$ cat config.mk
export PLATFORM = sky130hd
export DESIGN_NAME = rom_stream_loader
export DESIGN_NICKNAME = d
export VERILOG_FILES = /design/src/rtl/rom_stream_loader.sv
export SDC_FILE = /design/constraint.sdc
export NUM_CORES = 1
export LEC_CHECK = 0
export BUFFER_PORTS_ARGS = -buffer_cell sky130_fd_sc_hd__buf_2
export CELL_PAD_IN_SITES_DETAIL_PLACEMENT = 0
export CELL_PAD_IN_SITES_GLOBAL_PLACEMENT = 1
export CORE_ASPECT_RATIO = 1.75
export CORE_UTILIZATION = 52
export DETAILED_ROUTE_END_ITERATION = 16
export GPL_TIMING_DRIVEN = 0
export PLACE_DENSITY_LB_ADDON = 0.1
export SYNTH_ARGS = -nofsm -noshare
export SYNTH_HDL_FRONTEND = slang
export SYNTH_SLANG_ARGS = --single-unit
$ cat constraint.sdc
create_clock -name clk -period 4.1 [get_ports clk]
set_input_delay 0.615 -clock clk [delete_from_list [all_inputs] [get_ports clk]]
set_output_delay 0.615 -clock clk [all_outputs]
set_load 0.02 [all_outputs]
$ cat src/rtl/rom_stream_loader.sv
`default_nettype none
// +----------------------------------------------------------------------------+
// | rom_stream_loader: parses headed ioctl regions into SDRAM words / BRAM     |
// | bytes. Optional checksum: LOADER_CHECKSUM_EN.  Revision: 1.0               |
// +----------------------------------------------------------------------------+
module rom_stream_loader #(
  parameter int DATA_W     = 16,
  parameter int ADDR_W     = 25,
  parameter int NUM_BRAM   = 6,
  parameter int FIFO_DEPTH = 4,
  parameter int SDR_BASE   = 0
) (
  input  logic                  clk,
  input  logic                  reset,
  input  logic                  ioctl_download,
  input  logic                  ioctl_wr,
  input  logic [7:0]            ioctl_data,
  output logic                  ioctl_wait,
  output logic [ADDR_W-1:0]     sdr_addr,
  output logic [DATA_W-1:0]     sdr_data,
  output logic [DATA_W/8-1:0]   sdr_be,
  output logic                  sdr_req,
  input  logic                  sdr_rdy,
  output logic [19:0]           bram_addr,
  output logic [7:0]            bram_data,
  output logic [NUM_BRAM-1:0]   bram_cs,
  output logic                  bram_wr,
  output logic                  busy,
  output logic                  done,
  output logic                  error,
  output logic [15:0]           checksum
);
  localparam int c_bytes = DATA_W / 8;
  localparam int c_lw    = $clog2(c_bytes);
  localparam int c_pw    = $clog2(FIFO_DEPTH);
  localparam logic [ADDR_W-1:0] c_base = ADDR_W'(SDR_BASE);
  localparam logic [c_pw:0]     c_thr  = (c_pw+1)'(FIFO_DEPTH - 1);
  localparam logic [c_pw:0]     c_full = (c_pw+1)'(FIFO_DEPTH);

  typedef enum logic [2:0] {
    S_IDLE = 3'd0, S_HDR = 3'd1, S_DATA = 3'd2, S_PAD = 3'd3,
    S_DRAIN = 3'd4, S_DONE = 3'd5, S_DONE_ERR = 3'd6
  } state_t;

  state_t              r_state;
  logic                r_dl_q, r_wait_q, r_err, r_busy, r_done, r_to_sdr;
  logic [1:0]          r_hcnt;
  logic [7:0]          r_dest;
  logic [23:0]         r_len;
  logic [c_lw-1:0]     r_lane;
  logic [DATA_W-1:0]   r_word;
  logic [ADDR_W-1:0]   r_wptr;
  logic [19:0]         r_bofs, r_baddr;
  logic [7:0]          r_bdata;
  logic [NUM_BRAM-1:0] r_bcs;
  logic                r_bwr;

  logic [ADDR_W-1:0]   r_fa [FIFO_DEPTH];
  logic [DATA_W-1:0]   r_fd [FIFO_DEPTH];
  logic [c_bytes-1:0]  r_fb [FIFO_DEPTH];
  logic [c_pw-1:0]     r_wp, r_rp;
  logic [c_pw:0]       r_cnt;
  logic                r_req;

  logic                w_rise, w_fall, w_active, w_acc, w_drop, w_pop, w_push;
  logic                w_lane_last, w_full;
  logic [23:0]         w_len_full;
  logic [DATA_W-1:0]   w_word_ins, w_push_data;
  logic [c_bytes-1:0]  w_pad_be, w_push_be;
  logic [NUM_BRAM-1:0] w_bcs_sel;

  assign w_rise      = ioctl_download & ~r_dl_q;
  assign w_fall      = ~ioctl_download & r_dl_q;
  assign w_active    = (r_state == S_HDR) || (r_state == S_DATA) ||
                       (r_state == S_PAD) || (r_state == S_DRAIN);
  // Acceptance looks at last cycle's wait so a host reacting one cycle late still fits the FIFO.
  assign w_acc       = ioctl_wr & ~r_wait_q & w_active;
  assign w_drop      = ioctl_wr &  r_wait_q & w_active;
  assign w_pop       = r_req & sdr_rdy;
  assign w_full      = (r_cnt == c_full);
  assign w_lane_last = (r_lane == c_lw'(c_bytes - 1));
  assign w_len_full  = {r_len[15:0], ioctl_data};
  assign ioctl_wait  = (r_cnt >= c_thr) || (r_state == S_PAD) || (r_state == S_DRAIN);

  always_comb begin
    w_word_ins = r_word;
    w_pad_be   = '0;
    for (int i = 0; i < c_bytes; i++) begin
      if (r_lane == c_lw'(i)) w_word_ins[8*i +: 8] = ioctl_data;
      if (c_lw'(i) < r_lane)  w_pad_be[i] = 1'b1;
    end
    w_bcs_sel = '0;
    for (int i = 0; i < NUM_BRAM; i++) w_bcs_sel[i] = (r_dest == 8'(i));
  end

  always_comb begin
    w_push      = 1'b0;
    w_push_data = w_word_ins;
    w_push_be   = '1;
    if (r_state == S_DATA && w_acc && !w_fall && r_to_sdr && w_lane_last) begin
      w_push = 1'b1;
    end else if (r_state == S_PAD && !w_fall && !w_full) begin
      w_push      = 1'b1;
      w_push_data = r_word;
      w_push_be   = w_pad_be;
    end
  end

  always_ff @(posedge clk) begin
    if (w_push) begin
      r_fa[r_wp] <= r_wptr;
      r_fd[r_wp] <= w_push_data;
      r_fb[r_wp] <= w_push_be;
    end
  end

  always_ff @(posedge clk) begin
    if (reset) begin
      r_wp  <= '0;
      r_rp  <= '0;
      r_cnt <= '0;
      r_req <= 1'b0;
    end else begin
      if (w_push) r_wp <= r_wp + c_pw'(1);
      if (w_pop)  r_rp <= r_rp + c_pw'(1);
      case ({w_push, w_pop})
        2'b10:   r_cnt <= r_cnt + (c_pw+1)'(1);
        2'b01:   r_cnt <= r_cnt - (c_pw+1)'(1);
        default: r_cnt <= r_cnt;
      endcase
      // One idle cycle after each accept before the next request.
      r_req <= r_req ? ~sdr_rdy : (r_cnt != '0);
    end
  end

  assign sdr_req  = r_req & ~reset;
  assign sdr_addr = r_req ? r_fa[r_rp] : '0;
  assign sdr_data = r_req ? r_fd[r_rp] : '0;
  assign sdr_be   = r_req ? r_fb[r_rp] : '0;

  always_ff @(posedge clk) begin
    if (reset) begin
      r_state <= S_IDLE;
      r_dl_q <= 1'b0; r_wait_q <= 1'b0; r_err <= 1'b0; r_busy <= 1'b0; r_done <= 1'b0;
      r_to_sdr <= 1'b0; r_hcnt <= '0; r_dest <= '0; r_len <= '0;
      r_lane <= '0; r_word <= '0; r_wptr <= c_base;
      r_bofs <= '0; r_baddr <= '0; r_bdata <= '0; r_bcs <= '0; r_bwr <= 1'b0;
    end else begin
      r_dl_q   <= ioctl_download;
      r_wait_q <= ioctl_wait;
      r_bwr    <= 1'b0;
      if (w_drop) r_err <= 1'b1;
      if (w_push) begin
        r_wptr <= r_wptr + ADDR_W'(c_bytes);
        r_lane <= '0;
        r_word <= '0;
      end
      case (r_state)
        S_IDLE, S_DONE, S_DONE_ERR: begin
          if (w_rise) begin
            r_state <= S_HDR;
            r_busy <= 1'b1; r_done <= 1'b0; r_err <= 1'b0;
            r_hcnt <= '0; r_lane <= '0; r_word <= '0; r_wptr <= c_base; r_bcs <= '0;
          end
        end
        S_HDR: begin
          if (w_fall) begin
            r_err <= 1'b1; r_bcs <= '0; r_state <= S_DRAIN;
          end else if (w_acc) begin
            if (r_hcnt == 2'd0) r_dest <= ioctl_data;
            else                r_len  <= w_len_full;
            r_hcnt <= r_hcnt + 2'd1;
            if (r_hcnt == 2'd3) begin
              if (w_len_full == 24'd0) begin
                r_bcs <= '0; r_state <= S_DRAIN;
              end else if (r_dest == 8'h80) begin
                r_to_sdr <= 1'b1; r_bcs <= '0; r_state <= S_DATA;
              end else if (int'(r_dest) < NUM_BRAM) begin
                r_to_sdr <= 1'b0; r_bcs <= w_bcs_sel; r_bofs <= '0; r_state <= S_DATA;
              end else begin
                r_err <= 1'b1; r_busy <= 1'b0; r_done <= 1'b0; r_bcs <= '0;
                r_state <= S_DONE_ERR;
              end
            end
          end
        end
        S_DATA: begin
          if (w_fall) begin
            r_err <= 1'b1; r_bcs <= '0; r_state <= S_DRAIN;
          end else if (w_acc) begin
            r_len <= r_len - 24'd1;
            if (r_to_sdr) begin
              if (!w_lane_last) begin
                r_word <= w_word_ins;
                r_lane <= r_lane + c_lw'(1);
              end
            end else begin
              r_bdata <= ioctl_data;
              r_baddr <= r_bofs;
              r_bwr   <= 1'b1;
              r_bofs  <= r_bofs + 20'd1;
            end
            if (r_len == 24'd1) r_state <= (r_to_sdr && !w_lane_last) ? S_PAD : S_HDR;
          end
        end
        S_PAD: begin
          if (w_fall) begin
            r_err <= 1'b1; r_state <= S_DRAIN;
          end else begin
            // The host may already have sent the next dest byte in this cycle.
            if (w_acc) begin
              r_dest <= ioctl_data;
              r_hcnt <= 2'd1;
            end
            if (!w_full) r_state <= S_HDR;
          end
        end
        S_DRAIN: begin
          if (r_cnt == '0 && !r_req) begin
            r_busy  <= 1'b0;
            r_done  <= ~(r_err | w_drop);
            r_state <= (r_err | w_drop) ? S_DONE_ERR : S_DONE;
          end
        end
        default: r_state <= S_IDLE;
      endcase
    end
  end

  assign busy      = r_busy;
  assign done      = r_done;
  assign error     = r_err;
  assign bram_addr = r_baddr;
  assign bram_data = r_bdata;
  assign bram_cs   = r_bcs;
  assign bram_wr   = r_bwr;

`ifdef LOADER_CHECKSUM_EN
  logic [15:0] r_sum;
  always_ff @(posedge clk) begin
    if (reset) begin
      r_sum <= '0;
    end else if ((r_state == S_IDLE || r_state == S_DONE || r_state == S_DONE_ERR) && w_rise) begin
      r_sum <= '0;
    end else if (r_state == S_DATA && w_acc && !w_fall) begin
      r_sum <= r_sum + {8'd0, ioctl_data};
    end
  end
  assign checksum = r_sum;
`else
  assign checksum = 16'd0;
`endif

endmodule
`default_nettype wire
==> impl_metrics.xml, run 1 <==
<?xml version="1.0" encoding="UTF-8"?>
<metrics>
  <group name="floorplan">
    <metric name="floorplan.io_pins" unit="">112</metric>
    <metric name="die_h" unit="um">216</metric>
    <metric name="floorplan.rows" unit="">78</metric>
    <metric name="design.die.area" unit="um2">26900</metric>
    <metric name="initial_utilization" unit="%">52.7</metric>
    <metric name="die_width" unit="um">124</metric>
    <metric name="design.core.area" unit="um2">25900</metric>
  </group>
  <group name="sta">
    <metric name="grt_setup_unrepaired" unit="">no</metric>
    <metric name="final_critical_path_required_period" unit="ps">3620</metric>
    <metric name="sum_of_negative_setup_slack" unit="ps">0</metric>
    <metric name="finalMaxSlewViolations" unit="">0</metric>
    <metric name="final-setup-viol-count" unit="">0</metric>
    <metric name="period_share" unit="%">88.2</metric>
    <metric name="skew" unit="ps">17.1</metric>
    <metric name="max_slew_headroom" unit="%">31.9</metric>
    <metric name="timing.final.hold_violations" unit="">0</metric>
    <metric name="hold_slack" unit="ps">344</metric>
    <metric name="worst_pin_slew" unit="ps">1020</metric>
    <metric name="clock.fmax" unit="MHz">276</metric>
  </group>
  <group name="route">
    <metric name="routed_wirelength" unit="mm">33.9</metric>
    <metric name="dr_total_vias" unit="">9518</metric>
    <metric name="wire_per_inst" unit="um">20.6</metric>
    <metric name="drc" unit="">0</metric>
    <metric name="drt_pass1_iterations" unit="">5</metric>
    <metric name="detailroute.wirelength.met3" unit="mm">1.28</metric>
    <metric name="drtAntennaViolNets" unit="">0</metric>
    <metric name="dr.max_layer_used" unit="">met4</metric>
    <metric name="wl_met2" unit="mm">19.2</metric>
    <metric name="drtIter0Drc" unit="">452</metric>
    <metric name="via_density_per_instance" unit="">5.78</metric>
    <metric name="drt-met1-wl" unit="mm">12.2</metric>
  </group>
  <group name="clock_tree">
    <metric name="tritoncts" unit="">done</metric>
    <metric name="cts_buffer_depth" unit="">3</metric>
    <metric name="cts_setup_buffers" unit="">0</metric>
    <metric name="cts_inserted_buffers" unit="">28</metric>
    <metric name="worst_skew_pair.late_latency" unit="ps">560</metric>
    <metric name="cts.repair.resized" unit="">0</metric>
    <metric name="clock-sinks" unit="">317</metric>
    <metric name="h_tree_levels" unit="">1</metric>
    <metric name="clk_root_buffer_cell" unit="">clkbuf_16</metric>
    <metric name="clk_pin_slew_worst_paths" unit="ps">70</metric>
    <metric name="hold_buffers" unit="">0</metric>
  </group>
  <group name="critical_path">
    <metric name="cp.required" unit="ps">4590</metric>
    <metric name="worstPathBufferInverterCount" unit="">1</metric>
    <metric name="worst_path_largest_cell_delay" unit="ps">710</metric>
    <metric name="cp_cell_sequence" unit="">clkbuf_1 -&gt; nand2b_1 -&gt; nor3b_1 -&gt; o21ai_0 -&gt; nand2_1 -&gt; nor2_1 -&gt; and2_1</metric>
    <metric name="start_kind" unit="">flip-flop</metric>
    <metric name="cp_top_family" unit="">simple AND/OR/NAND/NOR gates</metric>
    <metric name="setup.worst_path.class" unit="">reg2reg</metric>
    <metric name="slowest_stage" unit="">o21ai_0</metric>
    <metric name="worst-path-max-fanout" unit="">10</metric>
    <metric name="critical_path_arrival" unit="ps">4110</metric>
    <metric name="critPathCaptureType" unit="">flip-flop</metric>
  </group>
  <group name="finish">
    <metric name="final_util" unit="%">60.2</metric>
    <metric name="fin_nets" unit="">1330</metric>
    <metric name="final_layout_size_suffix_gt1_share" unit="%">18.1</metric>
    <metric name="final.fill_count" unit="">2198</metric>
    <metric name="area.growth.synth_to_final" unit="%">14.2</metric>
    <metric name="final_cell_mix" unit="">168 x edfxtp_1, 149 x dfxtp_1, 112 x nand2_1</metric>
    <metric name="num_antenna_cells" unit="">0</metric>
    <metric name="final_common_cell" unit="">edfxtp_1</metric>
    <metric name="post-route-cell-area" unit="um2">15600</metric>
  </group>
  <group name="synthesis">
    <metric name="synth_top_area_share" unit="%">37.0</metric>
    <metric name="ys_async_sr_fraction" unit="%">0</metric>
    <metric name="synthDominantAreaCellType" unit="">edfxtp_1</metric>
    <metric name="ys_ff_latch" unit="">317</metric>
    <metric name="synth_area_per_cell" unit="um2">11.7</metric>
    <metric name="main_synth_ff_type" unit="">edfxtp_1</metric>
    <metric name="yosysWarningCount" unit="">0</metric>
    <metric name="number_of_synthesized_flops_with_an_enable_pin" unit="">168</metric>
    <metric name="area_of_the_mapped_netlist" unit="um2">13600</metric>
    <metric name="main_area_contributors_after_synthesis" unit="">edfxtp_1 37%, dfxtp_1 22%, mux4_2 6.9%</metric>
    <metric name="yosysSeqAreaShare" unit="%">58.9</metric>
    <metric name="post_synth_num_cell_types" unit="">65</metric>
    <metric name="syn-instance-count" unit="">1162</metric>
  </group>
  <group name="power">
    <metric name="leak" unit="nW">5.45</metric>
    <metric name="powerDensity" unit="nW/um2">538</metric>
    <metric name="worst_ir_drop_vdd" unit="mV">0.434</metric>
  </group>
  <group name="global_routing">
    <metric name="grt_pass1_wl" unit="mm">52.3</metric>
    <metric name="gr-usage-all-layers" unit="%">25.1</metric>
    <metric name="overflow" unit="">0</metric>
    <metric name="maximum_number_of_pins_on_one_net_before_global_route_repair" unit="">31</metric>
    <metric name="grt_pass1_vias" unit="">9461</metric>
    <metric name="number_of_antenna_violations_at_the_first_check_in_global_routing" unit="">0</metric>
  </group>
  <group name="placement">
    <metric name="hpwlAfterDp" unit="mm">24.0</metric>
    <metric name="port-buffer-count" unit="">93</metric>
    <metric name="gp_congestion" unit="">0.934</metric>
    <metric name="placedInstanceArea" unit="um2">14700</metric>
  </group>
  <group name="run">
    <metric name="drv.max_cap_violation_count" unit="">0</metric>
  </group>
  <group name="run_status">
    <metric name="run_status" unit="">complete, no violations</metric>
  </group>
  <group name="worst_hold_path">
    <metric name="class_of_the_tightest_hold_or_removal_check" unit="">in2reg</metric>
  </group>
</metrics>
cell usage after synthesis (9+ instances only):
| cell | instances |
|---|---|
| nand2b_1 | 9 |
| mux2_2 | 16 |
| edfxtp_1 | 168 |
| xor2_1 | 14 |
| mux4_2 | 42 |
| clkbuf_1 | 51 |
| a211oi_1 | 11 |
| and2_1 | 57 |
| xnor2_1 | 19 |
| o21ai_0 | 31 |
| inv_1 | 21 |
| nand4_1 | 13 |
| nand3_1 | 26 |
| buf_4 | 19 |
| ha_1 | 11 |
| a22oi_1 | 9 |
| nor3_1 | 33 |
| a21oi_1 | 74 |
| dfxtp_1 | 149 |
| nor2_1 | 89 |
| mux2i_1 | 11 |
| nor2b_1 | 11 |
| or3_1 | 21 |
| nor4_1 | 15 |
| nand2_1 | 112 |
cells by family (layout without fill, tap and decap cells):
family / count (synthesis) / in the layout / synth area share [%]
adders and majority gates: 14 / 14 / 1.30
AOI/OAI and AO/OA: 200 / 200 / 9.48
muxes: 69 / 69 / 9.06
xor gates and xnor gates: 33 / 33 / 2.12
buffers and inverters: 102 / 251 / 3.36
other: 1 / 17 / 0.0275
and+or+nand+nor: 426 / 426 / 15.8
DFF: 317 / 317 / 58.9
metrics by stage:
stage	instances	power, mW	setup slack [ps]
2_1_floorplan	1178	5.12	1270
6_report	1647	8.38	482
4_1_cts	1647	8.44	518
5_1_grt	1647	8.73	403
3_3_place_gp	1591	5.78	374
3_5_place_dp	1595	5.78	572
report_power, final:
part	switching, mW	total [mW]	internal, mW
combinational	1.37	2.11	0.741
clock	1.15	2.66	1.51
sequential	0.141	3.61	3.47
routing by layer:
layer,global-route usage (%),vias up
li1,-,4545
met1,25.6,4661
met2,50.1,239
met3,3.06,73
met4,10.6,0
met5,0,-
flip-flops by register name (all words and copies together), names as in the netlist, 2 cells and up, named ones only:
name,cells
r_fa,96
r_fd,64
r_len,24
r_wptr,24
bram_addr,20
r_bofs,20
r_word,16
bram_data,8
r_dest,8
r_fb,8
bram_cs,6
r_cnt,3
r_state,3
r_hcnt,2
r_rp,2
r_wp,2
final cells by class:
| type | instances | area, um2 | share of cell area (%) |
|---|---|---|---|
| multi-input cells | 759 | 5220 | 33.5 |
| clock inverters | 10 | 113 | 0.723 |
| inverters | 21 | 78.8 | 0.506 |
| well taps | 320 | 400 | 2.57 |
| flip-flops and latches | 317 | 8030 | 51.5 |
| repair buffers | 97 | 546 | 3.50 |
| plain buffers | 81 | 379 | 2.43 |
| clock buffers | 42 | 816 | 5.24 |
worst paths after layout:
path	start	endpoint	slack (ps)	cells after the start
hold reg to reg	bram_addr[10]	bram_addr[10]	460	2
hold / removal	ioctl_download	r_dl_q	340	2
setup / recovery	r_state[2]	r_word[14]	480	7
setup reg to reg	r_state[2]	r_word[14]	480	7
Power figures use the tool's default switching activity.
==> run 2: changes to the inputs <==
--- a/config.mk
+++ b/config.mk
@@ -5,7 +5,7 @@
 export SDC_FILE = /design/constraint.sdc
 export NUM_CORES = 1
 export LEC_CHECK = 0
-export BUFFER_PORTS_ARGS = -buffer_cell sky130_fd_sc_hd__buf_2
+export BUFFER_PORTS_ARGS = -buffer_cell sky130_fd_sc_hd__buf_4
 export CELL_PAD_IN_SITES_DETAIL_PLACEMENT = 0
 export CELL_PAD_IN_SITES_GLOBAL_PLACEMENT = 1
 export CORE_ASPECT_RATIO = 1.75
==> impl_metrics.xml, run 2 (synthesis gave the netlist of run 1 again) <==
<?xml version="1.0" encoding="UTF-8"?>
<metrics>
  <group name="clock_tree">
    <metric name="clk_pin_slew_worst_paths" unit="ps">70</metric>
    <metric name="clock-sinks" unit="">317</metric>
    <metric name="worst_skew_pair.late_latency" unit="ps">560</metric>
    <metric name="h_tree_levels" unit="">1</metric>
    <metric name="tritoncts" unit="">done</metric>
    <metric name="cts.repair.resized" unit="">0</metric>
    <metric name="cts_inserted_buffers" unit="">28</metric>
    <metric name="cts_buffer_depth" unit="">3</metric>
    <metric name="cts_setup_buffers" unit="">0</metric>
    <metric name="clk_root_buffer_cell" unit="">clkbuf_16</metric>
    <metric name="hold_buffers" unit="">0</metric>
  </group>
  <group name="route">
    <metric name="drc" unit="">0</metric>
    <metric name="wire_per_inst" unit="um">20.4</metric>
    <metric name="drt-met1-wl" unit="mm">12.2</metric>
    <metric name="dr_total_vias" unit="">9537</metric>
    <metric name="dr.max_layer_used" unit="">met4</metric>
    <metric name="drtIter0Drc" unit="">559</metric>
    <metric name="detailroute.wirelength.met3" unit="mm">1.29</metric>
    <metric name="routed_wirelength" unit="mm">33.6</metric>
    <metric name="drtAntennaViolNets" unit="">0</metric>
    <metric name="via_density_per_instance" unit="">5.79</metric>
    <metric name="wl_met2" unit="mm">18.7</metric>
    <metric name="drt_pass1_iterations" unit="">5</metric>
  </group>
  <group name="sta">
    <metric name="final_critical_path_required_period" unit="ps">3540</metric>
    <metric name="period_share" unit="%">86.4</metric>
    <metric name="clock.fmax" unit="MHz">282</metric>
    <metric name="timing.final.hold_violations" unit="">0</metric>
    <metric name="finalMaxSlewViolations" unit="">0</metric>
    <metric name="max_slew_headroom" unit="%">35.5</metric>
    <metric name="final-setup-viol-count" unit="">0</metric>
    <metric name="skew" unit="ps">24.7</metric>
    <metric name="sum_of_negative_setup_slack" unit="ps">0</metric>
    <metric name="worst_pin_slew" unit="ps">963</metric>
    <metric name="grt_setup_unrepaired" unit="">no</metric>
  </group>
  <group name="global_routing">
    <metric name="number_of_antenna_violations_at_the_first_check_in_global_routing" unit="">0</metric>
    <metric name="overflow" unit="">0</metric>
    <metric name="gr-usage-all-layers" unit="%">25.1</metric>
    <metric name="maximum_number_of_pins_on_one_net_before_global_route_repair" unit="">32</metric>
    <metric name="grt_pass1_vias" unit="">9505</metric>
    <metric name="grt_pass1_wl" unit="mm">52.4</metric>
  </group>
  <group name="finish">
    <metric name="area.growth.synth_to_final" unit="%">15.9</metric>
    <metric name="final_layout_size_suffix_gt1_share" unit="%">18.3</metric>
    <metric name="final_cell_mix" unit="">168 x edfxtp_1, 149 x dfxtp_1, 112 x nand2_1, 112 x buf_4, 89 x nor2_1</metric>
    <metric name="largest_register_ffs" unit="">96</metric>
    <metric name="final.fill_count" unit="">2159</metric>
    <metric name="fin_nets" unit="">1330</metric>
    <metric name="largest_register" unit="">r_fa</metric>
    <metric name="num_antenna_cells" unit="">0</metric>
    <metric name="final_common_cell" unit="">edfxtp_1</metric>
    <metric name="largest_registers" unit="">r_fa (96), r_fd (64)</metric>
  </group>
  <group name="power">
    <metric name="p_sw" unit="mW">2.72</metric>
    <metric name="sequentialPowerShare" unit="%">43.0</metric>
    <metric name="leak" unit="nW">5.42</metric>
    <metric name="power.combinational.fraction" unit="%">25.8</metric>
    <metric name="cellInternalPower" unit="mW">5.68</metric>
    <metric name="p_clk_share" unit="%">31.3</metric>
    <metric name="fin_total_pwr" unit="mW">8.41</metric>
    <metric name="switching_share" unit="%">32.4</metric>
    <metric name="powerDensity" unit="nW/um2">532</metric>
    <metric name="worst_ir_drop_vdd" unit="mV">0.473</metric>
  </group>
  <group name="critical_path">
    <metric name="timing.reg2reg.worst_path_depth" unit="">7</metric>
    <metric name="critical_path_arrival" unit="ps">4020</metric>
    <metric name="setup.worst_path.class" unit="">reg2reg</metric>
    <metric name="worst_r2r_startpoint" unit="">r_state[2]</metric>
    <metric name="regToRegSetupSlack" unit="ps">560</metric>
    <metric name="start_kind" unit="">flip-flop</metric>
    <metric name="worst-path-max-fanout" unit="">10</metric>
    <metric name="critical_path.reg2reg.endpoint" unit="">r_word[15]</metric>
    <metric name="critPathCaptureType" unit="">flip-flop</metric>
    <metric name="cp.required" unit="ps">4580</metric>
  </group>
  <group name="worst_hold_path">
    <metric name="min-delay-start" unit="">ioctl_download</metric>
    <metric name="class_of_the_tightest_hold_or_removal_check" unit="">in2reg</metric>
    <metric name="holdPathEnd" unit="">r_dl_q</metric>
    <metric name="whs_path_depth" unit="">2</metric>
  </group>
  <group name="floorplan">
    <metric name="floorplan.rows" unit="">78</metric>
    <metric name="design.core.area" unit="um2">25900</metric>
    <metric name="die_h" unit="um">216</metric>
    <metric name="design.die.area" unit="um2">26900</metric>
    <metric name="initial_utilization" unit="%">52.7</metric>
    <metric name="die_width" unit="um">124</metric>
    <metric name="floorplan.io_pins" unit="">112</metric>
  </group>
  <group name="placement">
    <metric name="port-buffer-count" unit="">93</metric>
    <metric name="gp_congestion" unit="">0.921</metric>
    <metric name="hpwlAfterDp" unit="mm">24.0</metric>
  </group>
  <group name="run_status">
    <metric name="run_status" unit="">complete, no violations</metric>
  </group>
  <group name="run">
    <metric name="drv.max_cap_violation_count" unit="">0</metric>
  </group>
</metrics>
run 2: final cells by class:
cell class | instances | area, um2 | share of cell area, %
Clock inverter | 21 | 206 | 1.31
Timing Repair Buffer | 97 | 778 | 4.92
Multi-Input combinational cell | 759 | 5220 | 33.0
Buffer | 81 | 379 | 2.40
Inverter | 21 | 78.8 | 0.499
Clock buffer | 31 | 712 | 4.51
Sequential cell | 317 | 8030 | 50.8
Tap cell | 320 | 400 | 2.53
run 2: metrics by stage:
| step | std cells | instance area (um2) | setup WS [ps] | util, % | hold WS, ps |
|---|---|---|---|---|---|
| 2_1_floorplan | 1178 | 13700 | 1270 | - | 424 |
| 3_3_place_gp | 1591 | 14800 | 320 | 57.2 | 436 |
| 3_5_place_dp | 1595 | 14900 | 563 | 57.6 | 440 |
| 4_1_cts | 1647 | 15800 | 513 | 61.1 | 314 |
| 5_1_grt | 1647 | 15800 | 421 | 61.1 | 327 |
| 6_report | 1647 | 15800 | 558 | 61.1 | 324 |
run 2: per-layer routing:
metal  vias up  global-route usage (%)
li1       4542                       -
met1      4618                    26.6
met2       284                    48.4
met3        93                    2.86
met4         0                    12.6
met5         -                       0
run 2: how the worst max path moves through the flow:
stage / endpoint / start / depth (start not counted) / slack, ps
2_1_floorplan: r_cnt[2] / r_cnt[2] / 11 / 1270
3_3_place_gp: r_fa[1][21] / ioctl_download / 5 / 320
3_5_place_dp: r_cnt[2] / ioctl_download / 12 / 560
4_1_cts: sdr_data[4] / flip-flop / 5 / 510
5_1_grt: r_word[15] / r_state[2] / 7 / 420
6_report: r_word[15] / r_state[2] / 7 / 560
run 2: power groups by stage:
stage,logic [mW],registers (mW),clock network [mW]
floorplan,1.48,3.64,0
global placement,2.15,3.68,0
detailed placement,2.16,3.68,0
CTS,2.17,3.61,2.69
global route,2.34,3.63,2.80
finish,2.17,3.61,2.63
run 2: critical path: stages (launching register included):
cell      delay [ps]
dfxtp_1          460
clkbuf_1         420
nand2b_1         280
nor3b_1          220
o21ai_0          710
nand2_1          520
nor2_1           640
and2_1           220
